===== src/rtl/mfp_srec_dumper_pkg.sv =====
// Shared encodings and helpers for the S-record dump master.
package mfp_srec_dumper_pkg;

  typedef enum logic [2:0] {
    ST_IDLE,
    ST_RD_ADDR,
    ST_RD_DATA,
    ST_EMIT_REC,
    ST_EMIT_TERM
  } state_t;

  localparam logic [1:0] HTRANS_IDLE   = 2'b00;
  localparam logic [1:0] HTRANS_NONSEQ = 2'b10;
  localparam logic [2:0] HSIZE_32      = 3'b010;
  localparam logic [2:0] HBURST_SINGLE = 3'b000;
  localparam logic [3:0] HPROT_DATA    = 4'b0011;

  localparam logic [7:0] ASCII_S  = 8'h53;
  localparam logic [7:0] ASCII_CR = 8'h0D;
  localparam logic [7:0] ASCII_LF = 8'h0A;

  localparam int unsigned MAX_WORDS = 8;

  function automatic logic [7:0] hex_ascii(input logic [3:0] n);
    return (n < 4'd10) ? (8'h30 + {4'h0, n}) : (8'h37 + {4'h0, n});
  endfunction

endpackage


===== src/rtl/mfp_hex_byte_serializer.sv =====
// Turns one byte into two uppercase ASCII hex characters, high nibble first.
module mfp_hex_byte_serializer
  import mfp_srec_dumper_pkg::*;
(
  input  logic       clock,
  input  logic       reset,
  input  logic [7:0] byte_data,
  input  logic       byte_valid,
  output logic       byte_ready,
  output logic [7:0] char_data,
  output logic       char_valid,
  input  logic       char_ready,
  output logic       char_last
);

  logic [3:0] lo_nibble;

  assign byte_ready = !char_valid;

  always_ff @(posedge clock) begin
    if (reset) begin
      char_data  <= '0;
      char_valid <= 1'b0;
      char_last  <= 1'b0;
      lo_nibble  <= '0;
    end else if (byte_valid && byte_ready) begin
      char_data  <= hex_ascii(byte_data[7:4]);
      lo_nibble  <= byte_data[3:0];
      char_valid <= 1'b1;
      char_last  <= 1'b0;
    end else if (char_valid && char_ready) begin
      if (!char_last) begin
        char_data <= hex_ascii(lo_nibble);
        char_last <= 1'b1;
      end else begin
        char_valid <= 1'b0;
        char_last  <= 1'b0;
      end
    end
  end

endmodule


===== src/rtl/mfp_srec_dumper.sv =====
// AHB-Lite read master dumping a word range as S3 records plus an S7 terminator.
module mfp_srec_dumper
  import mfp_srec_dumper_pkg::*;
#(
  parameter int unsigned WORDS_PER_RECORD = 4
) (
  input  logic        clock,
  input  logic        reset,
  input  logic        big_endian,
  input  logic        start,
  input  logic [31:0] start_address,
  input  logic [15:0] word_count,
  output logic        busy,
  output logic        done,
  output logic        read_error,
  output logic [31:0] HADDR,
  output logic [1:0]  HTRANS,
  output logic [2:0]  HSIZE,
  output logic [2:0]  HBURST,
  output logic [3:0]  HPROT,
  output logic        HMASTLOCK,
  output logic        HWRITE,
  output logic [31:0] HWDATA,
  input  logic [31:0] HRDATA,
  input  logic        HREADY,
  input  logic        HRESP,
  output logic [7:0]  char_data,
  output logic        char_valid,
  input  logic        char_ready
);

  localparam logic [15:0] WPR16 = 16'(WORDS_PER_RECORD);

  function automatic logic [3:0] min_words(input logic [15:0] r);
    return (r < WPR16) ? r[3:0] : WPR16[3:0];
  endfunction

  state_t      state;
  logic [31:0] base_addr, rec_addr, rec_next;
  logic [15:0] rem;
  logic [3:0]  rec_words, wcnt, next_words;
  logic [31:0] wbuf [MAX_WORDS];
  logic [7:0]  item, sum, nbytes;
  logic        pending, pend_last, sel_hex, lit_valid;
  logic [7:0]  lit_data;

  logic        emit_term, emit_active, issue, item_done;
  logic [31:0] emit_addr, data_word;
  logic [4:0]  data_off;
  logic [1:0]  lane;
  logic        cur_hex, cur_sum, cur_last;
  logic [7:0]  cur_byte, cur_lit, data_byte;
  logic        ser_byte_ready, ser_valid, ser_last;
  logic [7:0]  ser_data;

  assign HSIZE     = HSIZE_32;
  assign HBURST    = HBURST_SINGLE;
  assign HPROT     = HPROT_DATA;
  assign HMASTLOCK = 1'b0;
  assign HWRITE    = 1'b0;
  assign HWDATA    = '0;

  assign emit_term   = (state == ST_EMIT_TERM);
  assign emit_active = (state == ST_EMIT_REC) || emit_term;
  assign nbytes      = emit_term ? 8'd0 : {2'b00, rec_words, 2'b00};
  assign emit_addr   = emit_term ? base_addr : rec_addr;
  assign rec_next    = rec_addr + {26'd0, rec_words, 2'b00};
  assign next_words  = min_words(rem);

  // Data items start at item 7; lane is flipped so ascending addresses come out first.
  assign data_off  = 5'(item - 8'd7);
  assign data_word = wbuf[data_off[4:2]];
  assign lane      = big_endian ? ~data_off[1:0] : data_off[1:0];
  assign data_byte = data_word[{lane, 3'b000} +: 8];

  always_comb begin
    cur_hex  = 1'b0;
    cur_sum  = 1'b0;
    cur_last = 1'b0;
    cur_byte = '0;
    cur_lit  = '0;
    if (item == 8'd0) begin
      cur_lit = ASCII_S;
    end else if (item == 8'd1) begin
      cur_lit = emit_term ? 8'h37 : 8'h33;
    end else if (item == 8'd2) begin
      cur_hex  = 1'b1;
      cur_sum  = 1'b1;
      cur_byte = 8'd5 + nbytes;
    end else if (item < 8'd7) begin
      cur_hex = 1'b1;
      cur_sum = 1'b1;
      case (item[2:0])
        3'd3:    cur_byte = emit_addr[31:24];
        3'd4:    cur_byte = emit_addr[23:16];
        3'd5:    cur_byte = emit_addr[15:8];
        default: cur_byte = emit_addr[7:0];
      endcase
    end else if (item < 8'd7 + nbytes) begin
      cur_hex  = 1'b1;
      cur_sum  = 1'b1;
      cur_byte = data_byte;
    end else if (item == 8'd7 + nbytes) begin
      cur_hex  = 1'b1;
      cur_byte = ~sum;
    end else if (item == 8'd8 + nbytes) begin
      cur_lit = ASCII_CR;
    end else begin
      cur_lit  = ASCII_LF;
      cur_last = 1'b1;
    end
  end

  assign issue     = emit_active && !pending && (!cur_hex || ser_byte_ready);
  assign item_done = pending && char_ready &&
                     (sel_hex ? (ser_valid && ser_last) : lit_valid);

  assign char_valid = sel_hex ? ser_valid : lit_valid;
  assign char_data  = sel_hex ? ser_data  : lit_data;

  mfp_hex_byte_serializer u_hex (
    .clock      (clock),
    .reset      (reset),
    .byte_data  (cur_byte),
    .byte_valid (issue && cur_hex),
    .byte_ready (ser_byte_ready),
    .char_data  (ser_data),
    .char_valid (ser_valid),
    .char_ready (char_ready),
    .char_last  (ser_last)
  );

  always_ff @(posedge clock) begin
    if (reset) begin
      state      <= ST_IDLE;
      busy       <= 1'b0;
      done       <= 1'b0;
      read_error <= 1'b0;
      HTRANS     <= HTRANS_IDLE;
      HADDR      <= '0;
      base_addr  <= '0;
      rec_addr   <= '0;
      rem        <= '0;
      rec_words  <= '0;
      wcnt       <= '0;
      item       <= '0;
      sum        <= '0;
      pending    <= 1'b0;
      pend_last  <= 1'b0;
      sel_hex    <= 1'b0;
      lit_valid  <= 1'b0;
      lit_data   <= '0;
    end else begin
      done <= 1'b0;
      if (lit_valid && char_ready) lit_valid <= 1'b0;
      case (state)
        ST_IDLE: begin
          if (start) begin
            base_addr  <= start_address & 32'hFFFF_FFFC;
            rec_addr   <= start_address & 32'hFFFF_FFFC;
            rec_words  <= min_words(word_count);
            rem        <= word_count - {12'd0, min_words(word_count)};
            wcnt       <= '0;
            item       <= '0;
            sum        <= '0;
            busy       <= 1'b1;
            read_error <= 1'b0;
            if (word_count == 16'd0) begin
              state <= ST_EMIT_TERM;
            end else begin
              state  <= ST_RD_ADDR;
              HTRANS <= HTRANS_NONSEQ;
              HADDR  <= start_address & 32'hFFFF_FFFC;
            end
          end
        end
        ST_RD_ADDR: begin
          if (HREADY) begin
            HTRANS <= HTRANS_IDLE;
            state  <= ST_RD_DATA;
          end
        end
        ST_RD_DATA: begin
          if (HREADY) begin
            wbuf[wcnt[2:0]] <= HRDATA;
            read_error      <= read_error | HRESP;
            if (wcnt + 4'd1 == rec_words) begin
              state <= ST_EMIT_REC;
              item  <= '0;
              sum   <= '0;
            end else begin
              wcnt   <= wcnt + 4'd1;
              HADDR  <= HADDR + 32'd4;
              HTRANS <= HTRANS_NONSEQ;
              state  <= ST_RD_ADDR;
            end
          end
        end
        default: begin
          // Each item (literal or hex pair) is fully handed off before the next is staged.
          if (issue) begin
            pending   <= 1'b1;
            pend_last <= cur_last;
            item      <= item + 8'd1;
            sel_hex   <= cur_hex;
            if (cur_sum) sum <= sum + cur_byte;
            if (!cur_hex) begin
              lit_valid <= 1'b1;
              lit_data  <= cur_lit;
            end
          end else if (item_done) begin
            pending <= 1'b0;
            if (pend_last) begin
              if (emit_term) begin
                state <= ST_IDLE;
                busy  <= 1'b0;
                done  <= 1'b1;
              end else begin
                rec_addr <= rec_next;
                item     <= '0;
                sum      <= '0;
                if (rem == 16'd0) begin
                  state <= ST_EMIT_TERM;
                end else begin
                  rec_words <= next_words;
                  rem       <= rem - {12'd0, next_words};
                  wcnt      <= '0;
                  HADDR     <= rec_next;
                  HTRANS    <= HTRANS_NONSEQ;
                  state     <= ST_RD_ADDR;
                end
              end
            end
          end
        end
      endcase
    end
  end

endmodule

===== config.mk =====
export PLATFORM = sky130hd
export DESIGN_NAME = mfp_srec_dumper
export DESIGN_NICKNAME = d
export VERILOG_FILES = /design/src/rtl/mfp_srec_dumper_pkg.sv /design/src/rtl/mfp_hex_byte_serializer.sv /design/src/rtl/mfp_srec_dumper.sv
export SDC_FILE = /design/constraint.sdc
export NUM_CORES = 1
export LEC_CHECK = 0
export CORE_MARGIN = 3
export CORE_UTILIZATION = 35
export CTS_CLUSTER_SIZE = 24
export DETAILED_ROUTE_END_ITERATION = 16
export SLEW_MARGIN = 10
export SYNTH_ARGS = -nofsm -noshare
export SYNTH_HDL_FRONTEND = slang
export SYNTH_SLANG_ARGS = --single-unit
export TNS_END_PERCENT = 100

===== constraint.sdc =====
create_clock -name clock -period 6.73 [get_ports clock]
set_input_delay 1.346 -clock clock [delete_from_list [all_inputs] [get_ports clock]]
set_output_delay 1.346 -clock clock [all_outputs]
set_load 0.005 [all_outputs]

==> results of run 1 <==
worst max-delay path, cell delays in order:
cell and delay [ns]:
sky130_fd_sc_hd__clkdlybuf4s50_1 0.70, sky130_fd_sc_hd__xnor2_2 0.93, sky130_fd_sc_hd__buf_4 0.33, sky130_fd_sc_hd__mux4_2 0.57, sky130_fd_sc_hd__and3_1 0.21, sky130_fd_sc_hd__nor4_1 0.30, sky130_fd_sc_hd__a211oi_1 0.15, sky130_fd_sc_hd__ha_1 0.35
sky130_fd_sc_hd__inv_1 0.09, sky130_fd_sc_hd__o21bai_1 0.08, sky130_fd_sc_hd__a21oi_1 0.23, sky130_fd_sc_hd__o21bai_1 0.09, sky130_fd_sc_hd__a21o_1 0.19, sky130_fd_sc_hd__a21oi_1 0.15, sky130_fd_sc_hd__nand4b_1 0.13, sky130_fd_sc_hd__o211ai_1 0.10
logic make-up (layout without fill, tap and decap cells):
group	Yosys count	after routing	synth area share [%]
adders and majority gates	28	28	1.710
xor gates and xnor gates	84	84	3.620
muxes	93	93	6.818
AOI/OAI and AO/OA	498	498	15.50
buffers and inverters	218	276	5.301
other	2	51	0.03516
DFF	417	417	51.08
and+or+nand+nor	739	739	15.93
placed cells by master, fill, tap and decap left out, types with 8 or more instances in the layout:
master | synthesis | routed
sky130_fd_sc_hd__a211oi_1 | 47 | 47
sky130_fd_sc_hd__a21o_1 | 14 | 14
sky130_fd_sc_hd__a21oi_1 | 153 | 152
sky130_fd_sc_hd__a221oi_1 | 11 | 11
sky130_fd_sc_hd__a222oi_1 | 13 | 13
sky130_fd_sc_hd__a22oi_1 | 23 | 23
sky130_fd_sc_hd__a311oi_1 | 20 | 20
sky130_fd_sc_hd__a31oi_1 | 17 | 17
sky130_fd_sc_hd__and2_1 | 15 | 15
sky130_fd_sc_hd__and3_1 | 28 | 28
sky130_fd_sc_hd__buf_4 | 51 | 35
sky130_fd_sc_hd__clkbuf_16 | 0 | 46
sky130_fd_sc_hd__clkdlybuf4s50_1 | 0 | 125
sky130_fd_sc_hd__clkinv_2 | 0 | 14
sky130_fd_sc_hd__conb_1 | 2 | 50
sky130_fd_sc_hd__dfxtp_1 | 161 | 160
sky130_fd_sc_hd__edfxtp_1 | 256 | 256
sky130_fd_sc_hd__ha_1 | 26 | 26
sky130_fd_sc_hd__inv_1 | 33 | 33
sky130_fd_sc_hd__mux2_2 | 9 | 9
sky130_fd_sc_hd__mux2i_1 | 42 | 42
sky130_fd_sc_hd__mux4_2 | 37 | 37
sky130_fd_sc_hd__nand2_1 | 270 | 269
sky130_fd_sc_hd__nand2b_1 | 14 | 14
sky130_fd_sc_hd__nand3_1 | 51 | 51
sky130_fd_sc_hd__nand4_1 | 9 | 9
sky130_fd_sc_hd__nor2_1 | 204 | 195
sky130_fd_sc_hd__nor2_4 | 0 | 8
sky130_fd_sc_hd__nor2b_1 | 14 | 14
sky130_fd_sc_hd__nor3_1 | 54 | 52
sky130_fd_sc_hd__nor4_1 | 9 | 9
sky130_fd_sc_hd__o211ai_1 | 26 | 26
sky130_fd_sc_hd__o21ai_0 | 85 | 84
sky130_fd_sc_hd__o31ai_1 | 13 | 13
sky130_fd_sc_hd__or2_2 | 9 | 9
sky130_fd_sc_hd__or3_1 | 18 | 18
sky130_fd_sc_hd__xnor2_1 | 42 | 40
sky130_fd_sc_hd__xor2_1 | 40 | 38
worst max-delay path by stage:
stage	cells after the start	end	start
after floorplan	17	sum[7]	big_endian
after detailed placement	16	sum[7]	big_endian
final	16	sum[7]	big_endian
after global routing	20	sum[7]	big_endian
after global placement	16	sum[7]	big_endian
after CTS	16	sum[7]	big_endian
routing by layer:
metal / vias to the layer above / global-route usage, %
met5: - / 0
met2: 701 / 29.02
met3: 111 / 2.629
li1: 7743 / -
met4: 0 / 5.866
met1: 8059 / 25.47
through the flow:
step	std cells	hold slack [ns]	utilization [%]	worst slack (ns)
floorplan	2127	0.4357	-	1.698
global placement	2877	0.4415	38.79	0.7791
detailed placement	2877	0.4503	38.79	0.6857
CTS	2957	0.4589	41.21	1.285
global route	2958	0.4767	41.26	0.9604
finish	2959	0.4601	41.26	1.241
flip-flops by register name (all words and copies together) (netlist names), 3 cells and up:
signal / count
HADDR: 30
base_addr: 30
item: 8
lit_data: 7
rec_addr: 30
rec_words: 4
rem: 16
state: 3
sum: 8
u_hex.char_data: 7
u_hex.lo_nibble: 4
wbuf: 256
wcnt: 4
power groups by stage:
stage               Clock [µW]  Sequential, µW  Combinational [µW]
floorplan                    0            3050                1460
global placement             0            3140                2020
finish                    2450            3100                2080
detailed placement           0            3150                2050
global route              2610            3130                2300
CTS                       2510            3100                2070
final cells by class:
| class | count | area share (%) |
|---|---|---|
| Multi-Input combinational cell | 1492 | 39.02 |
| Tap cell | 773 | 3.927 |
| Clock inverter | 24 | 0.9297 |
| Sequential cell | 417 | 44.30 |
| Antenna cell | 1 | 0.01016 |
| Timing Repair Buffer | 162 | 6.340 |
| Clock buffer | 56 | 4.948 |
| Inverter | 34 | 0.5182 |
==> reports/metrics.csv, run 1 <==
metric;value;unit
multi_input_area;0.009610;mm²
route.detailed.vias_per_inst;5.615;
clock_tree.buffer_depth;3;
seq_power_share;40.6;%
rsz0062_at_grt;false;
core.rowCount;89;
synth.most_common_cell;sky130_fd_sc_hd__nand2_1;
finalSetupViolations;0;
m1WireLength;26.13;mm
yosysTopAreaCellShare;35.99;%
routed-via-count;16610;
dieArea;0.06403;mm²
final-seq-area;0.01091;mm²
postRouteWirelength;59.50;mm
drc_marker_count_from_the_first_detailed_route_iteration;1607;
synth_top_cells_by_area;sky130_fd_sc_hd__edfxtp_1 (36%), sky130_fd_sc_hd__dfxtp_1 (15%), sky130_fd_sc_hd__nand2_1 (4.7%), sky130_fd_sc_hd__mux4_2 (3.9%), sky130_fd_sc_hd__a21oi_1 (3.6%);
combinationalPowerShare;27.3;%
syn-cell-area;0.02136;mm²
synth_edf_count;256;
r2r_slack;1.45;ns
maxSlewViolCount;0;
critical_path_peak_fanout;18;
detailed_place_hpwl;39.77;mm
final_nets;2267;
antenna_violations_before_repair;1;
groute.usage.overall;18.16;%
netlist.top_cell.by_area;sky130_fd_sc_hd__edfxtp_1;
timing.hold.worst.start;base_addr[27];
hold_violations;0;
tritoncts_clock_tree;done;
ctsHoldBuffers;0;
r2r_start;item[0];
critPathRequiredTime;7.19;ns
die_h;253.0;µm
finalCritPeriodShare;81.55;%
total_leakage_power;0.008574;µW
yosys_register_bits;417;
max_slew.worst_pin.slew;1.164;ns
timing.rr.end;sum[7];
timing.hold.worst.class;flip-flop to flip-flop;
ys.warnings.count;0;
met2RoutedLength;27.34;mm
core;0.05969;mm²
number_of_distinct_library_cell_variants_in_the_gate_level_netlist_after_synthesis;95;
first_global_vias;15630;
p_total;7638;µW
htreeDepth;2;
pin_count;177;
vdd_ir_drop_max;0.0001700;V
intPower;5071;µW
syn_avg_cell_area;10.27;µm²
worstPathArrival;5.95;ns
critical_path_class;primary input to flip-flop;
clkLatencyLatePin;0.59;ns
synth-seq-area-share;51.08;%
worst_r2r_path_depth;17;
maximum_number_of_pins_on_one_net_before_global_route_repair;85;
synth.top_cells.by_count;sky130_fd_sc_hd__nand2_1 (270), sky130_fd_sc_hd__edfxtp_1 (256), sky130_fd_sc_hd__nor2_1 (204);
setup_total_negative_slack;0;ns
clock_period_minus_final_worst_setup_slack;5.489;ns
syn-instance-count;2079;
fillerInstances;5678;
synth-async-reset-ratio;0;%
grt_pass1_wl;91.92;mm
drive_above_1_share;9.474;%
power_switching_share;33.62;%
place.gp.congestion;0.8937;
clock_sinks;417;
power.density_cell_area;310.1;mW/mm²
max_slew_margin;22.42;%
post_cts_resized;0;
post_cts_buffers;0;
dr_wl_met3;4.353;mm
ant_nets;0;
detailedRoute.firstPassIterationCount;6;
design_area;0.02463;mm²
cts-buffers-inserted;45;
floorplan.die.width;253.0;µm
start_util;35.79;%
clkPwrFrac;32.1;%
clockRootBuffer;sky130_fd_sc_hd__clkbuf_16;
switching_power;2568;µW
synth_ff_type;sky130_fd_sc_hd__edfxtp_1;
hold_path_depth;2;
worst_setup_path_start_kind;primary input;
area_growth;15.30;%
routed_length_per_placed_instance;20.11;µm
clock_transition_time_at_the_flip_flop_clock_pins_of_the_worst_setup_and_hold_paths;0.06;ns
drv.max_cap_violation_count;0;
worst_hold_endpoint;base_addr[27];
clock_skew_after_layout;0.01987;ns
overflow;0;
fmax;0.1822;GHz
remaining_design_rule_violation_count;0;
status;complete, no violations;
top_layer_used;met4;
buffer_ports.inserted;126;
post_dp_cell_area;0.02315;mm²
critical_path.endpoint_type;flip-flop;
Note: power is estimated with default switching activity, not from simulation.
==> run 2: changes to the inputs <==
==> constraint.sdc (replaced) <==
create_clock -name clock -period 4.66 [get_ports clock]
set_input_delay 0.932 -clock clock [delete_from_list [all_inputs] [get_ports clock]]
set_output_delay 0.932 -clock clock [all_outputs]
set_load 0.005 [all_outputs]
==> run 2 against run 1 <==
  * Die area stayed put
  * Non-clock buffer count is 68 higher
  * Routed wire length is 1.9% higher
  * Largest cell class unchanged
==> reports/metrics.csv, run 2 (synthesis results as in run 1) <==
metric;value;unit;change
status;complete, no violations;;
routed-via-count;16780;;+0.98%
overflow;0;;unchanged
floorplan.die.width;253.0;µm;unchanged
critical_path.endpoint_type;flip-flop;;
pin_count;177;;unchanged
clockRootBuffer;sky130_fd_sc_hd__clkbuf_16;;
post_cts_buffers;0;;unchanged
core;0.05969;mm²;unchanged
die_h;253.0;µm;unchanged
clock_skew_after_layout;0.02160;ns;+0.001735 ns
hold_violations;0;;unchanged
detailedRoute.firstPassIterationCount;8;;+2
layout.cells.non_filler;3033;;+2.5%
clock_transition_time_at_the_flip_flop_clock_pins_of_the_worst_setup_and_hold_paths;0.06;ns;about the same
worstPathArrival;4.86;ns;-1.09 ns
route.detailed.vias_per_inst;5.531;;-1.5%
timing.hold.worst.class;flip-flop to flip-flop;;
critical_path_class;flip-flop to flip-flop;;
clkPwrFrac;33.0;%;+0.9 points
detailed_place_hpwl;41.11;mm;+3.4%
post_dp_cell_area;0.02373;mm²;+2.5%
groute.usage.overall;18.40;%;+0.24 points
drc_marker_count_from_the_first_detailed_route_iteration;1479;;-8.0%
intPower;7752;µW;+53%
clock_period_minus_final_worst_setup_slack;4.403;ns;
start_util;35.79;%;unchanged
post-place-cells;2945;;+2.4%
cpPeakStageDelay;0.52;ns;-0.41 ns
seq_power_share;38.4;%;-2.2 points
maximum_number_of_pins_on_one_net_before_global_route_repair;98;;+15%
routed_length_per_placed_instance;19.99;µm;-0.58%
clock_tree.buffer_depth;3;;unchanged
path_delay_family;compound AO/OA/AOI/OAI gates;;
max_slew_margin;26.19;%;+3.8 points
critical_path_peak_fanout;17;;-1
drive_above_1_share;12.48;%;+3.0 points
finalSetupViolations;0;;unchanged
grt_pass1_wl;92.40;mm;+0.53%
total_leakage_power;0.009017;µW;+5.2%
postRouteWirelength;60.64;mm;+1.9%
cp.buffers_inverters;1;;-2
clkLatencyLatePin;0.59;ns;about the same
place.gp.congestion;0.8863;;-0.83%
buffer_ports.inserted;126;;unchanged
finalCritPeriodShare;94.49;%;
setup_total_negative_slack;0;ns;unchanged
remaining_design_rule_violation_count;0;;unchanged
critPathRequiredTime;5.12;ns;-2.07 ns
critical_path.most_common_cell;sky130_fd_sc_hd__a21oi_1;;
fin_util;42.48;%;+1.2 points
htreeDepth;2;;unchanged
combinationalPowerShare;28.7;%;+1.4 points
area_growth;18.70;%;
mostFrequentLayoutCell;sky130_fd_sc_hd__nand2_1;;
ant_nets;0;;unchanged
power.density_cell_area;455.0;mW/mm²;+47%
cts-buffers-inserted;46;;+2.2%
core.rowCount;89;;unchanged
power_switching_share;32.80;%;-0.81 points
mostFrequentLayoutCells;sky130_fd_sc_hd__nand2_1 (269), sky130_fd_sc_hd__edfxtp_1 (256), sky130_fd_sc_hd__nor2_1 (195);;
largest_register_ff_count;256;;unchanged
worst_setup_path_start_kind;flip-flop;;
maxSlewViolCount;0;;unchanged
vdd_ir_drop_max;0.0003032;V;+78%
crit_path_top_delay_cell;sky130_fd_sc_hd__mux4_2;;
cp_cell_sequence;ha_1, a21o_4, xnor2_4, buf_12, mux2i_1, mux4_2, mux4_2, o221ai_1, o311a_2, ha_1, a21o_1, a21oi_1, o21bai_1, a21oi_1, o21bai_1, a21o_1, a21oi_1, nand4b_1, o211ai_1;;
fmax;0.2271;GHz;
drv.max_cap_violation_count;0;;unchanged
clock_sinks;417;;unchanged
design_area;0.02535;mm²;+2.9%
final_nets;2336;;+3.0%
tritoncts_clock_tree;done;;
max_slew.worst_pin.slew;1.107;ns;-0.05664 ns
switching_power;3784;µW;+47%
dieArea;0.06403;mm²;unchanged
first_global_vias;15870;;+1.5%
antenna_violations_before_repair;2;;+1
[run 2: changes by cell type in the layout (fill, tap and decap cells not counted), sizes merged]
cell	delta
buf	+67
bufinv	+3
clkbuf	+4
clkinv	-2
inv	+2
[run 2: power groups by stage]
stage | Combinational, µW | Sequential (µW) | Clock (µW)
2_1_floorplan | 2110 | 4410 | 0
3_3_place_gp | 3190 | 4490 | 0
3_5_place_dp | 3240 | 4500 | 0
5_1_grt | 3620 | 4460 | 4040
4_1_cts | 3260 | 4420 | 3880
6_report | 3310 | 4430 | 3800
[run 2: routing by layer]
metal	GRT usage (%)	part of all wire, %	wire length, µm	vias up
met2	30.00	46	28080	642
met1	25.16	45	27010	8133
met5	0	0.021	13	-
met4	6.014	2.9	1762	2
li1	-	-	-	7895
met3	2.855	6.2	3768	105
[run 2: worst paths after layout]
path	startpoint	end	slack (ns)	cells after the start
min reg2reg	base_addr[24]	base_addr[24]	0.46	2
max reg2reg	item[0]	sum[7]	0.26	19
max	item[0]	sum[7]	0.26	19
min	base_addr[24]	base_addr[24]	0.46	2
[run 2: per-stage QoR]
| step | hold slack, ns | worst slack, ns | power (µW) |
|---|---|---|---|
| final | 0.4581 | 0.2568 | 11540 |
| after detailed placement | 0.4496 | -0.2857 | 7744 |
| after floorplan | 0.4357 | 0.04245 | 6518 |
| after global routing | 0.4746 | -0.002435 | 12120 |
| after global placement | 0.4450 | -0.2052 | 7676 |
| after CTS | 0.4583 | 0.1598 | 11570 |
[run 2: final cells by class]
cell class                 count  area, µm²
antenna                        1      2.502
sequential                   417      10910
tap                          773      967.2
clock buffer                  59       1271
clock inverter                27      309.0
inverter                      34      127.6
timing repair buffer         230       2148
fill                        5635      34330
multi-input combinational   1492       9615
[run 2: timing repair]
action	CTS	global route
gates resized for setup	0	8
endpoints found under the setup margin	0	1
hold buffers	0	0
[run 2: worst register-to-register path: stages (launching register included)]
cell and delay, ns:
sky130_fd_sc_hd__dfxtp_1 0.32, sky130_fd_sc_hd__ha_1 0.23, sky130_fd_sc_hd__a21o_4 0.26, sky130_fd_sc_hd__xnor2_4 0.16, sky130_fd_sc_hd__buf_12 0.20, sky130_fd_sc_hd__mux2i_1 0.13
sky130_fd_sc_hd__mux4_2 0.50, sky130_fd_sc_hd__mux4_2 0.52, sky130_fd_sc_hd__o221ai_1 0.19, sky130_fd_sc_hd__o311a_2 0.22, sky130_fd_sc_hd__ha_1 0.23, sky130_fd_sc_hd__a21o_1 0.15
sky130_fd_sc_hd__a21oi_1 0.23, sky130_fd_sc_hd__o21bai_1 0.09, sky130_fd_sc_hd__a21oi_1 0.19, sky130_fd_sc_hd__o21bai_1 0.08, sky130_fd_sc_hd__a21o_1 0.19, sky130_fd_sc_hd__a21oi_1 0.14
sky130_fd_sc_hd__nand4b_1 0.14, sky130_fd_sc_hd__o211ai_1 0.11
